--- src/rtl/pp_row_accumulator_pkg.sv ---
// Shared types and constants for the partial-product row accumulator.
// Provides lane/index widths, the accumulator FSM state type and the
// default modulus used by the modular adders.
package lwe_pkg;

    localparam int LANE_W = 16;
    localparam int IDX_W  = 10;

    localparam int unsigned Q_DEFAULT     = 3329;
    localparam int unsigned DEPTH_DEFAULT = 100;

    typedef logic [LANE_W-1:0] lane_t;
    typedef logic [IDX_W-1:0]  idx_t;

    typedef enum logic {
        IDLE  = 1'b0,
        ACCUM = 1'b1
    } acc_state_t;

    // True when a lane value is a valid residue (strictly below the modulus).
    function automatic logic lane_in_range(input lane_t v, input lane_t q);
        return (v < q);
    endfunction

endpackage

--- src/rtl/pp_row_accumulator_mod_add_q.sv ---
// Combinational modular adder: (a + b) mod Q for operands already below Q.
// With Q < 2^15 the 16-bit raw sum cannot overflow, so a single
// conditional subtract is enough to bring the result back below Q.
module mod_add_q
    import lwe_pkg::*;
#(
    parameter int unsigned Q = Q_DEFAULT
) (
    input  logic [LANE_W-1:0] a_i,
    input  logic [LANE_W-1:0] b_i,
    output logic [LANE_W-1:0] sum_o
);

    localparam lane_t Q_L = lane_t'(Q);

    lane_t raw_sum;

    // Plain add followed by one conditional subtract of Q.
    always_comb begin
        raw_sum = a_i + b_i;
        sum_o   = (raw_sum >= Q_L) ? (raw_sum - Q_L) : raw_sum;
    end

endmodule

--- src/rtl/pp_row_accumulator.sv ---
// Row accumulator for the masked partial-product stream.
// Stage 1 reduces each beat's lane pair mod Q and range-checks it.
// Stage 2 is the IDLE/ACCUM sequencer that sums DEPTH beats of one row and
// enforces the index/tag sequence. Stage 3 registers the emitted row sum.
// Optional feature macro PP_ERROR_TERM_EN adds the e_in error term, which is
// sampled with the last beat of a row and added to the row sum at emit time.
// Valid semantics: there is no backpressure; every cycle with B_valid=1
// delivers one beat, and sum_valid is a single-cycle pulse per emitted row.
module pp_row_accumulator
    import lwe_pkg::*;
#(
    parameter int unsigned DEPTH = DEPTH_DEFAULT,
    parameter int unsigned Q     = Q_DEFAULT
) (
    input  logic        clk_in,
    input  logic        rst_in,
    input  logic        B_valid,
    input  logic [9:0]  idx_B,
    input  logic [31:0] B_out,
    input  logic [9:0]  h_in,
`ifdef PP_ERROR_TERM_EN
    input  logic [15:0] e_in,
`endif
    output logic [15:0] sum_out,
    output logic [9:0]  row_out,
    output logic        sum_valid,
    output logic        seq_err,
    output logic        busy
);

    localparam lane_t Q_L      = lane_t'(Q);
    localparam idx_t  LAST_IDX = idx_t'(DEPTH - 1);
    localparam idx_t  ONE_IDX  = idx_t'(1);

    // ---------------- Stage 1: lane reduction and range check ----------------
    lane_t lane0;
    lane_t lane1;
    lane_t lane_sum;
    logic  beat_err;

    assign lane0 = B_out[15:0];
    assign lane1 = B_out[31:16];

    mod_add_q #(.Q(Q)) u_lane_add (
        .a_i   (lane0),
        .b_i   (lane1),
        .sum_o (lane_sum)
    );

`ifdef PP_ERROR_TERM_EN
    // The error term only matters on the closing beat of a row.
    assign beat_err = !lane_in_range(lane0, Q_L) || !lane_in_range(lane1, Q_L) ||
                      ((idx_B == LAST_IDX) && !lane_in_range(e_in, Q_L));
`else
    assign beat_err = !lane_in_range(lane0, Q_L) || !lane_in_range(lane1, Q_L);
`endif

    logic  s1_valid_q;
    idx_t  s1_idx_q;
    idx_t  s1_h_q;
    lane_t s1_sum_q;
    logic  s1_err_q;
`ifdef PP_ERROR_TERM_EN
    lane_t s1_e_q;
`endif

    // Stage-1 pipeline register: reduced lane sum plus beat metadata.
    always_ff @(posedge clk_in) begin
        if (!rst_in) begin
            s1_valid_q <= 1'b0;
            s1_idx_q   <= '0;
            s1_h_q     <= '0;
            s1_sum_q   <= '0;
            s1_err_q   <= 1'b0;
`ifdef PP_ERROR_TERM_EN
            s1_e_q     <= '0;
`endif
        end else begin
            s1_valid_q <= B_valid;
            s1_idx_q   <= idx_B;
            s1_h_q     <= h_in;
            s1_sum_q   <= lane_sum;
            s1_err_q   <= beat_err;
`ifdef PP_ERROR_TERM_EN
            s1_e_q     <= e_in;
`endif
        end
    end

    // ---------------- Stage 2: row sequencer ----------------
    acc_state_t state_q, state_d;
    lane_t      acc_q, acc_d;
    idx_t       cur_row_q, cur_row_d;
    idx_t       expect_q, expect_d;
    logic       seq_err_q, seq_err_d;
    logic       fin_valid_q, fin_valid_d;
    lane_t      fin_sum_q, fin_sum_d;
    idx_t       fin_row_q, fin_row_d;
`ifdef PP_ERROR_TERM_EN
    lane_t      fin_e_q, fin_e_d;
`endif

    lane_t acc_add;
    logic  start_ok;
    logic  in_seq;

    mod_add_q #(.Q(Q)) u_acc_add (
        .a_i   (acc_q),
        .b_i   (s1_sum_q),
        .sum_o (acc_add)
    );

    // A clean idx=0 beat may always open a row; in_seq is the next expected beat.
    assign start_ok = !s1_err_q && (s1_idx_q == '0);
    assign in_seq   = !s1_err_q && (s1_idx_q == expect_q) && (s1_h_q == cur_row_q);

    // Next-state logic: open, extend, close or abandon the current row.
    always_comb begin
        state_d     = state_q;
        acc_d       = acc_q;
        cur_row_d   = cur_row_q;
        expect_d    = expect_q;
        seq_err_d   = seq_err_q;
        fin_valid_d = 1'b0;
        fin_sum_d   = fin_sum_q;
        fin_row_d   = fin_row_q;
`ifdef PP_ERROR_TERM_EN
        fin_e_d     = fin_e_q;
`endif
        if (s1_valid_q) begin
            case (state_q)
                IDLE: begin
                    if (start_ok) begin
                        if (DEPTH == 1) begin
                            // Single-beat rows close on the beat that opens them.
                            fin_valid_d = 1'b1;
                            fin_sum_d   = s1_sum_q;
                            fin_row_d   = s1_h_q;
`ifdef PP_ERROR_TERM_EN
                            fin_e_d     = s1_e_q;
`endif
                        end else begin
                            acc_d     = s1_sum_q;
                            cur_row_d = s1_h_q;
                            expect_d  = ONE_IDX;
                            state_d   = ACCUM;
                        end
                    end else begin
                        seq_err_d = 1'b1;
                    end
                end
                ACCUM: begin
                    if (in_seq) begin
                        if (s1_idx_q == LAST_IDX) begin
                            fin_valid_d = 1'b1;
                            fin_sum_d   = acc_add;
                            fin_row_d   = cur_row_q;
`ifdef PP_ERROR_TERM_EN
                            fin_e_d     = s1_e_q;
`endif
                            state_d     = IDLE;
                        end else begin
                            acc_d    = acc_add;
                            expect_d = expect_q + ONE_IDX;
                        end
                    end else begin
                        // Partial row is discarded; a clean idx=0 beat restarts.
                        seq_err_d = 1'b1;
                        if (start_ok) begin
                            acc_d     = s1_sum_q;
                            cur_row_d = s1_h_q;
                            expect_d  = ONE_IDX;
                        end else begin
                            state_d = IDLE;
                        end
                    end
                end
                default: state_d = IDLE;
            endcase
        end
    end

    // Sequencer state, accumulator and closing-row registers.
    always_ff @(posedge clk_in) begin
        if (!rst_in) begin
            state_q     <= IDLE;
            acc_q       <= '0;
            cur_row_q   <= '0;
            expect_q    <= '0;
            seq_err_q   <= 1'b0;
            fin_valid_q <= 1'b0;
            fin_sum_q   <= '0;
            fin_row_q   <= '0;
`ifdef PP_ERROR_TERM_EN
            fin_e_q     <= '0;
`endif
        end else begin
            state_q     <= state_d;
            acc_q       <= acc_d;
            cur_row_q   <= cur_row_d;
            expect_q    <= expect_d;
            seq_err_q   <= seq_err_d;
            fin_valid_q <= fin_valid_d;
            fin_sum_q   <= fin_sum_d;
            fin_row_q   <= fin_row_d;
`ifdef PP_ERROR_TERM_EN
            fin_e_q     <= fin_e_d;
`endif
        end
    end

    // ---------------- Stage 3: emit register ----------------
    lane_t emit_sum;

`ifdef PP_ERROR_TERM_EN
    mod_add_q #(.Q(Q)) u_err_add (
        .a_i   (fin_sum_q),
        .b_i   (fin_e_q),
        .sum_o (emit_sum)
    );
`else
    assign emit_sum = fin_sum_q;
`endif

    lane_t sum_out_q;
    idx_t  row_out_q;
    logic  sum_valid_q;

    // Output register: pulse sum_valid and hold the last row sum/tag.
    always_ff @(posedge clk_in) begin
        if (!rst_in) begin
            sum_out_q   <= '0;
            row_out_q   <= '0;
            sum_valid_q <= 1'b0;
        end else begin
            sum_valid_q <= fin_valid_q;
            if (fin_valid_q) begin
                sum_out_q <= emit_sum;
                row_out_q <= fin_row_q;
            end
        end
    end

    assign sum_out   = sum_out_q;
    assign row_out   = row_out_q;
    assign sum_valid = sum_valid_q;
    assign seq_err   = seq_err_q;
    assign busy      = (state_q == ACCUM);

endmodule

--- config.mk ---
export PLATFORM = sky130hd
export DESIGN_NAME = pp_row_accumulator
export DESIGN_NICKNAME = d
export VERILOG_FILES = /design/src/rtl/pp_row_accumulator_pkg.sv /design/src/rtl/pp_row_accumulator_mod_add_q.sv /design/src/rtl/pp_row_accumulator.sv
export SDC_FILE = /design/constraint.sdc
export NUM_CORES = 1
export LEC_CHECK = 0
export BUFFER_PORTS_ARGS = -buffer_cell sky130_fd_sc_hd__buf_2
export CORE_MARGIN = 8
export CORE_UTILIZATION = 55
export CTS_BUF_LIST = sky130_fd_sc_hd__clkbuf_2 sky130_fd_sc_hd__clkbuf_4 sky130_fd_sc_hd__clkbuf_8
export CTS_CLUSTER_SIZE = 25
export DETAILED_ROUTE_END_ITERATION = 7
export PLACE_DENSITY = 0.75
export RECOVER_POWER = 25
export SLEW_MARGIN = 20
export SYNTH_ARGS = -nofsm -noshare
export SYNTH_HDL_FRONTEND = slang
export SYNTH_HIERARCHICAL = 1
export SYNTH_SLANG_ARGS = --single-unit
--- constraint.sdc ---
create_clock -name clk_in -period 4.1 [get_ports clk_in]
set_input_delay 0.41 -clock clk_in [delete_from_list [all_inputs] [get_ports clk_in]]
set_output_delay 0.41 -clock clk_in [all_outputs]
set_load 0.05 [all_outputs]
==> results.md <==
* Number of synthesized flops with an enable pin at 0
* Net Count, Synth at between 900 and 1000
* Hold Path Class: in2reg
* Fin. Hold Viols at 0
* Max Slew Vio Count at 64
* Avg Vias per Cell at between 5 and 6
* Max_slew headroom at -61.0%
* Period utilization at between 90% and 100%
* CP Data Arrival Time at about 4100 ps
* Total GRT Usage at between 15 and 20%
* ANT nets after route at 0
* Post-synth cell types at 109
* Total negative slack at 0 ps
* Nets at between 1000 and 1500
* Cts hold-fix bufs at 0
* Run status: complete, but fails checks
* Crit path time final at around 3700 ps
* Layout cells sized above 1 at roughly 18%
* CTS max path bufs at 2
* Final setup violation count at 0
* Avg Synthesized Cell Area at between 9 and 10 um2
* Postcts setup bufs at 0
* Critical path endpoint category: flip-flop
* Setup Skew at roughly 20 ps
* Power Density at 386 nW/um2
* DP Cell Count at 1100
* Failing checks: max-capacitance violations, max-slew violations
* Cts bufs inserted at 17
* Synth warn at 6
* LEAKAGE at 3.53 nW
* Total wire length at 18400 um
* Worst path slowest cell: nor3b_4
* Htree depth at 4
* Post-layout util at roughly three fifths
* HPWL Detailed at around 13000 um
* Antenna violations before repair at 0
* Row Count at 44
* WS Path Type: reg2reg
* Peak supply drop at between 0.0002 and 0.00025 V
* GRT overflow at 0
* Clk root buf: clkbuf_8
* Post-route insts no fill at between 1000 and 1500
* Vias in the first global route at about 6200
* FF+latch count, synth at 130
* Die X-Extent at between 100 and 150 um
* Buffers on Ports at 83
* Fill cells at between 1000 and 1500
* Skew-Pair Late Insertion Delay at ~470 ps
* Starting Density at around 55%
* IO Pins at between 80 and 90
* Slew @ Worst Pin at ~2400 ps
* Drt pass-1 iters at 5
* Hold_ws at roughly 140 ps
* Diode count at 0
* Async SR Flop Fraction at 0%
* Starting DRT DRC Count at about 430
* Seq/Total Area, Yosys at between 30 and 40%
* # DRC at 0
* First-pass GRT wire length at between 30000 and 40000 um
* Area growth, synth to finish at 10.1%
* Clock-pin slew on the worst setup and hold paths at 100 ps
* Cells after synthesis at ~870
* CP peak stage delay at about 580 ps
* Pin count of the biggest net entering global routing at 64
* Synthesized cell area at roughly 8000 um2
* CTS tree: done
* Fmax at 269 MHz
* Most used DFF post-synth: dfxtp_1
* Crit-path cells: ha_1 -> fa_1 -> a21oi_1 -> o221a_2 -> nor2_2 -> a311o_2 -> xor2_1 -> nor3b_4 -> and2_4 -> mux2_1 -> o221a_1 -> o21a_1
* Critical path startpoint category: flip-flop
* Core Region at 14400 um2
* Total number of vias at between 6000 and 7000
* GPL Wtd Cong at ~0.9
* CTS resizes at 0
* Die area at 18600 um2
* Tot Pwr at 3.38 mW
* Worst-path fanout max at 13
* Critical Path RT at 4450 ps
* Num Clock Sinks at 130
* Max-cap viol count at 1
* RSZ-0062 raised after global routing: false
* Drt wl/cell at 16.3 um
* Die Ht at around 140 um
## synth_stat cells, types with 4 or more instances
library cell | number | area (um2)
dfxtp_1 | 130 | 2600
nor2b_1 | 7 | 43.8
or3_1 | 4 | 25.0
nor3_1 | 12 | 60.1
ha_1 | 35 | 438
xor2_1 | 35 | 307
o221a_1 | 16 | 180
nand3b_1 | 7 | 52.6
nand4_1 | 8 | 50.1
nand2b_1 | 4 | 25.0
buf_2 | 6 | 30.0
buf_6 | 10 | 113
xnor2_1 | 22 | 193
a21oi_1 | 46 | 230
clkbuf_1 | 22 | 82.6
nor2_1 | 77 | 289
mux2i_1 | 54 | 541
nor3b_1 | 8 | 60.1
o211a_1 | 4 | 40.0
o21ai_1 | 10 | 50.1
nand2_1 | 51 | 191
nor4_1 | 11 | 68.8
o21ai_0 | 22 | 110
o211ai_1 | 15 | 113
a31oi_1 | 5 | 31.3
o21a_1 | 25 | 188
nand3_1 | 22 | 110
buf_4 | 4 | 30.0
a21o_1 | 11 | 82.6
and2_1 | 48 | 300
and3_1 | 7 | 43.8
inv_1 | 16 | 60.1
## cell type report
cell class | count | area (um2) | area share [%]
repair buffers | 91 | 463 | 5.27
clock inverters | 15 | 181 | 2.07
multi-input cells | 678 | 5000 | 57.0
inverters | 17 | 63.8 | 0.727
flip-flops and latches | 130 | 2600 | 29.7
well taps | 184 | 230 | 2.62
clock buffers | 17 | 234 | 2.66
## layer usage
metal  GRT usage [%]  vias up  routed length [um]
li1                -     3324                   -
met1            26.2     3140                8960
met2            32.0      190                8330
met3            4.25       23                 887
met4            6.53        0                 261
met5               0        -                   0
## cells in the final DEF (no fill, tap or decap), types with 8 or more instances in the layout
master | Yosys | layout
xor2_1 | 35 | 35
o211ai_1 | 15 | 15
buf_2 | 6 | 76
ha_1 | 35 | 35
nor3_1 | 12 | 11
o21a_1 | 25 | 25
o221a_1 | 16 | 16
a21o_1 | 11 | 11
nor2_1 | 77 | 77
nor4_1 | 11 | 11
xnor2_1 | 22 | 22
inv_1 | 16 | 16
nand4_1 | 8 | 8
mux2i_1 | 54 | 54
nand2_1 | 51 | 51
nor3b_1 | 8 | 8
clkbuf_8 | 3 | 17
dfxtp_1 | 130 | 129
nand3_1 | 22 | 22
o21ai_0 | 22 | 22
a21oi_1 | 46 | 46
o21ai_1 | 10 | 10
clkbuf_1 | 22 | 8
and2_0 | 0 | 8
and2_1 | 48 | 40
## stage by stage
stage | instance area (um2) | worst slack [ps]
detailed placement | 8380 | 477
global route | 8780 | 124
floorplan | 7970 | 867
CTS | 8790 | 426
finish | 8780 | 389
global placement | 8380 | 517
## registers in the layout, summed over array words and instances (netlist names)
name         flops
expect_q        10
row_out         10
acc_q           16
sum_valid        1
s1_h_q          10
fin_row_q       10
s1_idx_q        10
s1_sum_q        16
s1_err_q         1
seq_err          1
fin_valid_q      1
s1_valid_q       1
busy             1
emit_sum        16
sum_out         16
cur_row_q       10
## path summary, 6_finish.rpt
path	slack [ps]	start	endpoint	cells past startpoint
min	140	h_in[1]	s1_h_q[1]	2
min reg2reg	470	s1_h_q[4]	cur_row_q[4]	2
max reg2reg	390	acc_q[0]	acc_q[1]	12
max	390	acc_q[0]	acc_q[1]	12
## report_power, final
part           internal (mW)  total (mW)  switching, mW
logic                  0.386       0.943          0.557
clock network          0.471        1.10          0.626
registers               1.31        1.35         0.0380
total                   2.16        3.38           1.22
## cell families (layout without fill, tap and decap cells)
group / after synthesis / count (layout) / share of synthesized area, %
simple gates: 296 / 296 / 20.2
xor+xnor: 58 / 58 / 6.46
fa+ha+maj: 37 / 37 / 5.99
flops: 130 / 130 / 32.6
compound gates: 230 / 230 / 22.8
mux: 57 / 57 / 7.20
buf+inv: 64 / 140 / 4.68
## critical path, delay by kind of cell, from the launching register on
| kind | cells | cell delay, ps |
|---|---|---|
| adders and majority gates | 2 | 690 |
| muxes | 1 | 340 |
| AOI/OAI and AO/OA | 5 | 1110 |
| and+or+nand+nor | 3 | 930 |
| DFF | 1 | 320 |
| xor gates and xnor gates | 1 | 200 |
No activity file was read; power rests on OpenSTA's default activity.
